==> src/rtl/ti_sbox_round_sched_if.sv <==
// Layer request/result bus plus the link to the shared TI S-box.
// slave  = the scheduler; master = round controller + S-box side.
interface ti_sbox_round_sched_if #(
  parameter int NSHARE  = 3,
  parameter int NIBBLES = 16
);
  localparam int SW = NSHARE * 4;
  localparam int W  = SW * NIBBLES;

  logic          start;
  logic [W-1:0]  state_in;
  logic          busy;
  logic          done;
  logic [W-1:0]  state_out;
  logic [SW-1:0] sbox_din;
  logic          sbox_en;
  logic [SW-1:0] sbox_dout;

  modport slave (
    input  start, state_in, sbox_dout,
    output busy, done, state_out, sbox_din, sbox_en
  );

  modport master (
    output start, state_in, sbox_dout,
    input  busy, done, state_out, sbox_din, sbox_en
  );
endinterface

==> src/rtl/ti_sbox_round_sched.sv <==
// Nibble-serial scheduler for one S-box layer through a shared pipelined
// TI S-box. Shares always travel together as one SW-bit slice and are
// never recombined here.
module ti_sbox_round_sched #(
  parameter int NSHARE   = 3,
  parameter int NIBBLES  = 16,
  parameter int SBOX_LAT = 2
) (
  input logic clk,
  input logic rst,
  ti_sbox_round_sched_if.slave bus
);
  localparam int SW = NSHARE * 4;
  localparam int W  = SW * NIBBLES;
  localparam int CW = (NIBBLES > 1) ? $clog2(NIBBLES) : 1;
  localparam int DW = (SBOX_LAT > 1) ? $clog2(SBOX_LAT) : 1;

  typedef enum logic [1:0] {IDLE, ISSUE, DRAIN, FIN} st_t;

  st_t                 st;
  logic [W-1:0]        work;
  logic [CW-1:0]       icnt, ccnt, icnt_nx;
  logic [DW-1:0]       dcnt;
  logic [SBOX_LAT-1:0] vld_pipe;
  logic                busy_q, done_q, en_q;
  logic [SW-1:0]       din_q;
  logic [W-1:0]        sout_q;
  logic                last_issue, last_drain, cap;

  assign icnt_nx    = icnt + CW'(1);
  assign last_issue = (icnt == CW'(NIBBLES - 1));
  assign last_drain = (dcnt == DW'(SBOX_LAT - 1));
  // the tail of the valid pipe marks the cycle the S-box output belongs to a live slot
  assign cap        = en_q && vld_pipe[SBOX_LAT-1];

  // Sequencer: accept, issue nibbles from the work copy, drain with zeros, pulse done.
  // The first nibble is loaded into din_q at accept so the S-box sees it the very
  // next cycle; all outputs are registered.
  always_ff @(posedge clk or posedge rst) begin
    if (rst) begin
      st     <= IDLE;
      work   <= '0;
      icnt   <= '0;
      dcnt   <= '0;
      busy_q <= 1'b0;
      done_q <= 1'b0;
      en_q   <= 1'b0;
      din_q  <= '0;
    end else begin
      case (st)
        IDLE: begin
          done_q <= 1'b0;
          if (bus.start) begin
            work   <= bus.state_in;
            icnt   <= '0;
            din_q  <= bus.state_in[SW-1:0];
            en_q   <= 1'b1;
            busy_q <= 1'b1;
            st     <= ISSUE;
          end
        end
        ISSUE: begin
          if (last_issue) begin
            din_q <= '0;
            dcnt  <= '0;
            st    <= DRAIN;
          end else begin
            icnt  <= icnt_nx;
            din_q <= work[int'(icnt_nx)*SW +: SW];
          end
        end
        DRAIN: begin
          if (last_drain) begin
            en_q   <= 1'b0;
            busy_q <= 1'b0;
            done_q <= 1'b1;
            st     <= FIN;
          end else begin
            dcnt <= dcnt + DW'(1);
          end
        end
        FIN: begin
          done_q <= 1'b0;
          st     <= IDLE;
        end
        default: st <= IDLE;
      endcase
    end
  end

  // Track live slots through the S-box (only on enabled cycles) and write results back.
  always_ff @(posedge clk or posedge rst) begin
    if (rst) begin
      vld_pipe <= '0;
      ccnt     <= '0;
      sout_q   <= '0;
    end else begin
      if (en_q) begin
        vld_pipe[0] <= (st == ISSUE);
        for (int i = 1; i < SBOX_LAT; i++) vld_pipe[i] <= vld_pipe[i-1];
      end
      if (cap) begin
        sout_q[int'(ccnt)*SW +: SW] <= bus.sbox_dout;
        ccnt <= (ccnt == CW'(NIBBLES - 1)) ? '0 : ccnt + CW'(1);
      end
    end
  end

  assign bus.busy      = busy_q;
  assign bus.done      = done_q;
  assign bus.sbox_en   = en_q;
  assign bus.sbox_din  = din_q;
  assign bus.state_out = sout_q;
endmodule

==> src/flat_wrapper.sv <==
// flat-port wrapper written by rule: the top's interface ports become plain ports
module ti_sbox_round_sched_flat 
#(
  parameter int NSHARE   = 3,
  parameter int NIBBLES  = 16,
  parameter int SBOX_LAT = 2
)
  (clk, rst, bus_start, bus_state_in, bus_sbox_dout, bus_busy, bus_done, bus_state_out, bus_sbox_din, bus_sbox_en);
  ti_sbox_round_sched_if #(.NSHARE(NSHARE), .NIBBLES(NIBBLES)) bus_i ();
  input logic clk;
  input logic rst;
  input wire logic [$bits(bus_i.start)-1:0] bus_start;
  input wire logic [$bits(bus_i.state_in)-1:0] bus_state_in;
  input wire logic [$bits(bus_i.sbox_dout)-1:0] bus_sbox_dout;
  output wire logic [$bits(bus_i.busy)-1:0] bus_busy;
  output wire logic [$bits(bus_i.done)-1:0] bus_done;
  output wire logic [$bits(bus_i.state_out)-1:0] bus_state_out;
  output wire logic [$bits(bus_i.sbox_din)-1:0] bus_sbox_din;
  output wire logic [$bits(bus_i.sbox_en)-1:0] bus_sbox_en;
  assign bus_i.start = bus_start;
  assign bus_i.state_in = bus_state_in;
  assign bus_i.sbox_dout = bus_sbox_dout;
  assign bus_busy = bus_i.busy;
  assign bus_done = bus_i.done;
  assign bus_state_out = bus_i.state_out;
  assign bus_sbox_din = bus_i.sbox_din;
  assign bus_sbox_en = bus_i.sbox_en;
  ti_sbox_round_sched #(.NSHARE(NSHARE), .NIBBLES(NIBBLES), .SBOX_LAT(SBOX_LAT)) u_core (.clk(clk), .rst(rst), .bus(bus_i));
endmodule
==> config.mk <==
export PLATFORM = sky130hd
export DESIGN_NAME = ti_sbox_round_sched_flat
export DESIGN_NICKNAME = d
export VERILOG_FILES = /design/src/rtl/ti_sbox_round_sched_if.sv /design/src/rtl/ti_sbox_round_sched.sv /design/src/flat_wrapper.sv
export SDC_FILE = /design/constraint.sdc
export NUM_CORES = 1
export LEC_CHECK = 0
export ABC_AREA = 1
export BUFFER_PORTS_ARGS = -buffer_cell sky130_fd_sc_hd__clkbuf_2
export CAP_MARGIN = 5
export CORE_UTILIZATION = 45
export CTS_CLUSTER_SIZE = 25
export DETAILED_ROUTE_END_ITERATION = 6
export MAX_ROUTING_LAYER = met4
export PLACE_DENSITY = 0.69
export SLEW_MARGIN = 20
export SYNTH_ARGS = -nofsm -noshare
export SYNTH_HDL_FRONTEND = slang
export SYNTH_SLANG_ARGS = --single-unit
==> constraint.sdc <==
create_clock -name clk -period 39.5 [get_ports clk]
set_clock_uncertainty 0.15 [all_clocks]
set_input_delay 7.9 -clock clk [delete_from_list [all_inputs] [get_ports clk]]
set_output_delay 7.9 -clock clk [all_outputs]
set_load 0.03 [all_outputs]
==> results.yml, run 1 <==
power:
  peakVddDrop_mv: 0.0570
  power.leakage_nw: 12.0
  powerDensity_nw_per_um2: 105
routing:
  vias: 18100
  route.detailed.drc: 0
  routed_wl_um: 64200
  via_per_inst: 5.43
  ant_nets: 0
  drt-pass1-iter-count: 5
  wl_per_cell_um: 19.3
  drtIter0Drc: 1869
run:
  maxCapViolCount: 0
cts:
  cts_root_buf: "clkbuf_16"
  holdBufCountCts: 0
  clockBufferDepth: 3
  insertion_delay_ns: 0.58
  cts_setup_buffers: 0
  cts.sinks: 411
  htree_levels: 2
  numCtsBuffers: 45
  cts_tree: "done"
  clkTransAtPathRegs_ns: 0.06
  cts_resized: 0
floorplanning:
  core_um2: 42200
  die_area_um2: 44000
  num_io_pins: 414
  die-width_um: 210
  start_util: 0.459
  die_h_um: 210
  placementRows: 75
logic_synthesis:
  ys_ff_latch: 411
  ys_seq_area_frac: 0.530
  synth.distinct_cells: 44
  syn_nets: 2621
  netlist_top_cells_area: "dfrtp_1 53%, nand2_1 19%, o21ai_0 4.9%"
  yosysTopAreaCellShare: 0.530
  yosys.area.top_type: "dfrtp_1"
  syn_avg_cell_area_um2: 8.07
  synth.cell_area_um2: 19400
  ys_warn_count: 0
  netlist_instances: 2403
place:
  postPlaceCellArea_um2: 21800
  gp_congestion: 0.949
  dp_slack_ns: 28.90
  io_buffers: 413
  dpl.hpwl_um: 46200
layout:
  final_nets: 2974
  area_growth_pct: 19.7
  drive_gt1_frac: 0.197
  final_area_um2: 23200
worst_setup_path:
  worstPathRequired_ns: 39.86
  worstPathArrival_ns: 10.21
  crit_path_max_fanout: 121
  cp-end-kind: "flop"
  worstSetupPathType: "in2reg"
  startpoint_type: "input pin"
timing:
  finalCritPeriodShare: 0.249
  relSlewSlack: 0.255
  final_max_slew_viol_count: 0
  setup_viol: 0
  fin_crit_ns: 9.85
  whs_ns: 0.317
  tightest_slew_ns: 1.12
  final.setup.tns_ns: 0
  fmax_mhz: 101
  rsz0062_at_grt: "no"
  worst_slack_ns: 29.65
  hold_violations: 0
outcome:
  status: "finished clean"
hold_path:
  hold_class: "reg2reg"
global_routing:
  antenna_found_initial: 5
  grt_max_degree: 122
  gr-total-overflow: 0
  grt_pass1_vias: 17400
  grt_pass1_wl_um: 100000
  grt_usage: 0.304
per-layer routing:
metal	share of wire	vias up	global-route usage
met4	0.034	0	0.105
met2	0.46	735	0.455
met3	0.069	114	0.0521
met1	0.44	8727	0.417
li1	-	8528	-
met5	0	-	-
where the power goes:
part	leakage [nW]	internal (W)	switching (W)
clock	0.702	0.000243	0.000173
sequential	4.79	0.000609	0.000121
combinational	6.51	0.000317	0.000968
total	12.0	0.00117	0.00126
cell type report:
type | instances | area, um^2
Antenna cell | 5 | 12.5
Clock buffer | 67 | 1280
Clock inverter | 12 | 146
Fill cell | 3984 | 19000
Inverter | 154 | 593
Multi-Input combinational cell | 1718 | 8060
Sequential cell | 411 | 10300
Tap cell | 539 | 674
Timing Repair Buffer | 426 | 2170
per-stage QoR:
stage	utilization	std cells	total power, W
after global placement	0.516	3248	0.00198
after CTS	0.549	3327	0.00242
after floorplan	-	2403	0.00160
after detailed placement	0.516	3248	0.00200
final	0.550	3332	0.00243
after global routing	0.550	3332	0.00259
Yosys cell counts, drive strengths merged:
library cell and number:
nor3 3, nor2 131, nand2 980, dfrtp 411, ha 10, xor2 3, o32ai 1, mux2 1
o22ai 27, a21oi 46, clkbuf 80, fa 1, o21a 29, o211ai 12, o311ai 1, mux2i 38
buf 40, inv 154, a22o 3, nand4 34, o21ai 209, nand3 149, o31ai 5, or2 1
o221ai 34
registers in the layout, summed over array words and instances, names as in the netlist:
| register | flops |
|---|---|
| u_core.vld_pipe | 2 |
| u_core.work | 192 |
| u_core.st | 2 |
| u_core.ccnt | 4 |
| u_core.bus.busy | 1 |
| u_core.bus.state_out | 192 |
| u_core.bus.sbox_din | 12 |
| u_core.dcnt | 1 |
| u_core.bus.done | 1 |
| u_core.icnt | 4 |
critical path, cell delays in order:
cell      delay, ns
clkbuf_2       0.12
nand2_4        0.38
inv_6          0.64
buf_6          0.73
nand2_1        0.19
nand2_1        0.13
final timing paths:
path	endpoint	start	depth (start not counted)	slack [ns]
max	u_core.work[72]	bus_start	6	29.65
max reg2reg	u_core.bus.state_out[76]	u_core.ccnt[0]	15	33.97
min in group asynchronous	u_core.work[152]	rst	2	7.30
min	u_core.bus.state_out[137]	u_core.bus.state_out[137]	2	0.32
max in group asynchronous	u_core.work[2]	rst	3	30.26
min reg2reg	u_core.bus.state_out[137]	u_core.bus.state_out[137]	2	0.32
cell families (layout without fill, tap and decap cells):
kind of cell,Yosys count,after routing,share of synthesized area
simple gates,1298,1298,0.273
flops,411,411,0.530
compound gates,367,367,0.111
buf+inv,274,659,0.0556
mux,39,39,0.0202
fa+ha+maj,11,11,0.00748
xor+xnor,3,3,0.00174
other cells,0,5,0
placed cells by master, fill, tap and decap left out, types with 2 or more instances in the layout:
cell type,count
nand2_1,970
clkbuf_2,413
dfrtp_1,410
o21ai_0,190
nand3_1,145
inv_1,137
nor2_1,118
a21oi_1,45
clkbuf_16,45
mux2i_1,38
o221ai_1,34
nand4_1,32
o21a_1,29
o22ai_1,24
o21ai_1,17
clkbuf_1,15
inv_2,13
o211ai_1,12
buf_4,11
nand2_2,9
ha_1,9
nor2_2,7
clkbuf_8,7
clkinv_2,6
diode_2,5
o31ai_1,5
inv_6,4
nor2_4,4
nand3_2,3
o22ai_2,3
a22o_1,3
bufinv_16,3
nor2_8,2
xor2_2,2
nand4_2,2
o21ai_2,2
buf_6,2
(Power assumes the default switching activity.)
==> inputs of run 2 (changes only) <==
--- a/config.mk
+++ b/config.mk
@@ -12,7 +12,7 @@
 export CTS_CLUSTER_SIZE = 25
 export DETAILED_ROUTE_END_ITERATION = 6
 export MAX_ROUTING_LAYER = met4
-export PLACE_DENSITY = 0.69
+export PLACE_DENSITY = 0.72
 export SLEW_MARGIN = 20
 export SYNTH_ARGS = -nofsm -noshare
 export SYNTH_HDL_FRONTEND = slang
==> constraint.sdc (replaced) <==
create_clock -name clk -period 8.2 [get_ports clk]
set_clock_uncertainty 0.15 [all_clocks]
set_input_delay 1.64 -clock clk [delete_from_list [all_inputs] [get_ports clk]]
set_output_delay 1.64 -clock clk [all_outputs]
set_load 0.03 [all_outputs]
==> run 2 against run 1 <==
Flip-flop and latch count is the same. Worst setup slack lost 27 ns. Sequential share of layout area shrank 0.098 points. Final area grew 0.22%. Global-route usage grew 0.90 points. Final cell count is essentially flat. Non-clock buffer count is the same. Critical path depth grew 8. Sequential power grew to 4.8 times the previous value. Largest power group unchanged.
==> results.yml, run 2 (synthesis results as in run 1) <==
outcome:
  status: "finished clean"
routing:
  drtIter0Drc: 1993
  routed_wl_um: 65900
  vias: 18200
  route.detailed.drc: 0
  via_per_inst: 5.47
  wl_per_cell_um: 19.8
  drt-pass1-iter-count: 5
  ant_nets: 0
timing:
  rsz0062_at_grt: "no"
  tightest_slew_ns: 1.13
  hold_violations: 0
  worst_slack_ns: 2.84
  whs_ns: 0.326
  final.setup.tns_ns: 0
  fmax_mhz: 187
  finalCritPeriodShare: 0.653
  final_max_slew_viol_count: 0
  relSlewSlack: 0.245
  fin_crit_ns: 5.36
  setup_viol: 0
layout:
  area_growth_pct: 20.0
  final_area_um2: 23300
  final_common_cell: "nand2_1"
  layout_common_cells: "970 x nand2_1, 413 x clkbuf_2, 410 x dfrtp_1"
  final_nets: 2972
  drive_gt1_frac: 0.198
  layout.cells.non_filler: 3329
place:
  dp_slack_ns: 3.06
  gp_congestion: 0.969
  dpl.hpwl_um: 47500
  postPlaceCellArea_um2: 21800
  dp_cells: 3247
  io_buffers: 413
global_routing:
  antenna_found_initial: 6
  grt.busiest_layer: "met2"
  use_met1: 0.420
  grt_pass1_wl_um: 103000
  grt_usage: 0.313
  gr-total-overflow: 0
  grt_pass1_vias: 17700
  grt_use_met2: 0.480
  use_met3: 0.0470
  grt_max_degree: 190
worst_setup_path:
  cp-end-kind: "flop"
  startpoint_type: "flop"
  critPathLaunch: "u_core.ccnt[0]"
  worstSetupPathType: "reg2reg"
  ff2ff_path_depth: 14
  worstReg2RegEnd: "u_core.bus.state_out[117]"
  worstPathRequired_ns: 8.51
  crit_end: "u_core.bus.state_out[117]"
  crit_path_max_fanout: 26
  reg2reg_setup_slack_ns: 2.84
  rr_startpoint: "u_core.ccnt[0]"
  worstPathArrival_ns: 5.67
floorplanning:
  die-width_um: 210
  core_um2: 42200
  num_io_pins: 414
  die_h_um: 210
  placementRows: 75
  die_area_um2: 44000
  start_util: 0.459
power:
  power.leakage_nw: 12.0
  powerDensity_nw_per_um2: 505
  pwr-share-clk: 0.169
  peakVddDrop_mv: 0.268
  p_switching_w: 0.00613
  seqPwrFrac: 0.301
  power.internal_w: 0.00563
  combPwrFrac: 0.530
  switching_share: 0.521
hold_path:
  hold_class: "reg2reg"
  worstHoldPathCells: 2
cts:
  cts_root_buf: "clkbuf_16"
  htree_levels: 2
  numCtsBuffers: 43
  insertion_delay_ns: 0.58
  cts.sinks: 411
  cts_tree: "done"
  cts_resized: 0
  clkTransAtPathRegs_ns: 0.07
  holdBufCountCts: 0
  clockBufferDepth: 3
  cts_setup_buffers: 0
run:
  maxCapViolCount: 0
## run 2: cell count changes in the layout (fill, tap and decap cells not counted), moves of 2 or more
cell      before  now
buf_12         0    2
buf_6          2    0
clkbuf_1      15    8
clkbuf_8       7   10
clkinv_2       6    8
inv_6          4    2
## run 2: worst min path at each step
stage,to,slack [ns],start
floorplan,u_core.work[36],0.29,u_core.work[36]
CTS,u_core.work[93],0.33,u_core.work[93]
detailed placement,u_core.work[93],0.31,u_core.work[93]
global route,u_core.work[164],0.34,u_core.work[164]
finish,u_core.bus.state_out[171],0.33,u_core.bus.state_out[171]
global placement,u_core.bus.state_out[43],0.31,u_core.bus.state_out[43]
## run 2: worst max-delay path, cell delays in order, from the launching register on
cell	delay, ns
dfrtp_1	0.79
inv_1	0.25
ha_1	0.48
nor2_8	0.29
nand2_1	0.12
nor2_1	0.20
nand3_1	0.10
inv_1	0.06
ha_1	0.58
inv_2	0.33
nor2_8	0.45
nand2_2	0.27
inv_2	0.50
nand3_1	0.31
o21ai_0	0.34
## run 2: layout make-up
type / instances / area, um^2
flip-flops and latches: 411 / 10300
multi-input cells: 1718 / 8080
inverters: 154 / 589
diodes: 6 / 15.0
repair buffers: 426 / 2210
clock inverters: 13 / 155
fillers: 3898 / 19000
clock buffers: 62 / 1270
well taps: 539 / 674
## run 2: through the flow
stage                      util  power (W)
final                     0.551     0.0118
after global routing      0.551     0.0125
after CTS                 0.550     0.0117
after detailed placement  0.516    0.00968
after global placement    0.516    0.00958
after floorplan               -    0.00771
## run 2: per-layer routing
layer	vias to the layer above	part of all wire	routed length [um]
li1	8520	-	-
met1	8771	0.42	28000
met2	792	0.46	30500
met3	132	0.077	5050
met4	0	0.036	2370
met5	-	0	0
## run 2: power groups by stage
stage | clock (W) | combinational, W | sequential [W]
3_5_place_dp | 0 | 0.00613 | 0.00355
2_1_floorplan | 0 | 0.00353 | 0.00418
6_report | 0.00199 | 0.00623 | 0.00354
3_3_place_gp | 0 | 0.00606 | 0.00352
5_1_grt | 0.00210 | 0.00680 | 0.00363
4_1_cts | 0.00202 | 0.00616 | 0.00353
==> inputs of run 3 (changes only) <==
==> constraint.sdc (replaced) <==
create_clock -name clk -period 4.45 [get_ports clk]
set_clock_uncertainty 0.15 [all_clocks]
set_input_delay 0.89 -clock clk [delete_from_list [all_inputs] [get_ports clk]]
set_output_delay 0.89 -clock clk [all_outputs]
set_load 0.03 [all_outputs]
==> run 3 against run 2 <==
Final cell count rose by 1.1%. First-iteration DRC count fell by 4.1%. Worst hold slack got worse by 0.11 ns. Worst setup slack worse by 2.4 ns. Via count increased by 1.5%. Flip-flop and latch count stayed put. Core utilization up 0.81 points. Total power increased by 89%. Combinational power grew 93%. Highest routed layer unchanged.
==> results.yml, run 3 (synthesis results as in run 1) <==
outcome:
  status: "finished clean"
worst_setup_path:
  cp_cell_sequence: "inv_1 > ha_1 > nor2_8 > nand2_1 > nor2_1 > nand3_1 > inv_1 > ha_1 > inv_2 > nor2_8 > buf_4 > inv_1 > o21ai_0 > nand2_1 > nand2_1"
  critPathLaunch: "u_core.ccnt[0]"
  crit_path_max_fanout: 25
  critPathMaxStageDelay_ns: 0.54
  worstSetupPathType: "reg2reg"
  worstPathRequired_ns: 4.79
  startpoint_type: "flop"
  cp-end-kind: "flop"
  crit_path_top_delay_cell: "dfrtp_1"
  worstPathArrival_ns: 4.39
  rr_startpoint: "u_core.ccnt[0]"
power:
  powerDensity_nw_per_um2: 943
  pwr-share-clk: 0.171
  combPwrFrac: 0.538
  seqPwrFrac: 0.291
  peakVddDrop_mv: 0.613
  p_switching_w: 0.0115
  power.leakage_nw: 12.2
  switching_share: 0.516
  power.internal_w: 0.0108
floorplanning:
  placementRows: 75
  die_h_um: 210
  die-width_um: 210
  core_um2: 42200
  num_io_pins: 414
  die_area_um2: 44000
  start_util: 0.459
timing:
  setup_viol: 0
  final.setup.tns_ns: 0
  final_max_slew_viol_count: 0
  tightest_slew_ns: 1.09
  finalCritPeriodShare: 0.910
  hold_violations: 0
  relSlewSlack: 0.266
  worst_slack_ns: 0.403
  whs_ns: 0.219
  fin_crit_ns: 4.05
  rsz0062_at_grt: "no"
  fmax_mhz: 247
global_routing:
  grt_max_degree: 95
  gr-total-overflow: 0
  grt_pass1_vias: 17700
  antenna_found_initial: 7
  grt_pass1_wl_um: 102000
  grt_usage: 0.310
cts:
  cts_setup_buffers: 0
  cts_root_buf: "clkbuf_16"
  numCtsBuffers: 43
  clkTransAtPathRegs_ns: 0.06
  cts.sinks: 411
  insertion_delay_ns: 0.57
  clockBufferDepth: 3
  cts_tree: "done"
  htree_levels: 2
hold_path:
  hold_class: "in2async"
place:
  gp_congestion: 0.984
  dpl.hpwl_um: 48500
  dp_slack_ns: 0.292
  io_buffers: 413
routing:
  wl_per_cell_um: 19.6
  routed_wl_um: 65900
  drt-pass1-iter-count: 5
  route.detailed.drc: 0
  via_per_inst: 5.49
  ant_nets: 0
  drtIter0Drc: 1911
  vias: 18500
run:
  maxCapViolCount: 0
layout:
  drive_gt1_frac: 0.207
  register_area_um2: 10300
  multi_input_area_um2: 8060
  layout_common_cells: "970 x nand2_1, 413 x clkbuf_2, 410 x dfrtp_1"
  final_common_cell: "nand2_1"
  final_nets: 3005
  area_growth_pct: 21.7
  fillers: 3944
-- run 3: area by class of cell --
cell class / count / share of cell area
Inverter: 154 / 0.0251
Tap cell: 539 / 0.0286
Antenna cell: 7 / 0.000742
Timing Repair Buffer: 459 / 0.106
Sequential cell: 411 / 0.436
Clock inverter: 13 / 0.00848
Multi-Input combinational cell: 1718 / 0.341
Clock buffer: 65 / 0.0546
-- run 3: repair_timing --
item                       in CTS  in global routing
hold buffers                    0                  0
resized for setup               0                  2
setup endpoints to repair       0                  8
-- run 3: through the flow --
| step | utilization | total power, W | instance area, um^2 | cells |
|---|---|---|---|---|
| CTS | 0.558 | 0.0221 | 23600 | 3358 |
| global placement | 0.523 | 0.0180 | 22100 | 3280 |
| detailed placement | 0.523 | 0.0182 | 22100 | 3280 |
| global route | 0.559 | 0.0236 | 23600 | 3366 |
| floorplan | - | 0.0142 | 19400 | 2403 |
| finish | 0.559 | 0.0223 | 23600 | 3366 |
-- run 3: path summary, 6_finish.rpt --
path / to / slack [ns] / depth (start not counted)
worst max-delay path: u_core.bus.state_out[73] / 0.40 / 15
worst min-delay path: u_core.bus.state_out[81] / 0.22 / 2
worst max register to register: u_core.bus.state_out[73] / 0.40 / 15
worst min register to register: u_core.work[157] / 0.33 / 2
max in group asynchronous: u_core.work[49] / 2.96 / 4
min in group clk: u_core.work[157] / 0.33 / 2
-- run 3: power by group through the flow --
stage | registers [W] | clock network [W] | logic (W)
after floorplan | 0.00771 | 0 | 0.00650
after global placement | 0.00647 | 0 | 0.0116
after detailed placement | 0.00651 | 0 | 0.0117
after CTS | 0.00647 | 0.00385 | 0.0118
after global routing | 0.00665 | 0.00401 | 0.0130
final | 0.00649 | 0.00381 | 0.0120
-- run 3: metal layers --
layer | up-vias | part of all wire | global-route usage
li1 | 8585 | - | -
met1 | 8918 | 0.42 | 0.412
met2 | 853 | 0.46 | 0.475
met3 | 139 | 0.077 | 0.0569
met4 | 0 | 0.037 | 0.114
met5 | - | 0 | -
-- run 3: worst max-delay path, delay by kind of cell, from the launching register on --
| kind | cells | cell delay (ns) |
|---|---|---|
| adder cells (fa/ha/maj) | 2 | 0.87 |
| buffers and inverters | 5 | 1.02 |
| AO/OA/AOI/OAI | 1 | 0.34 |
| flip-flops | 1 | 0.54 |
| AND/OR/NAND/NOR | 7 | 1.04 |
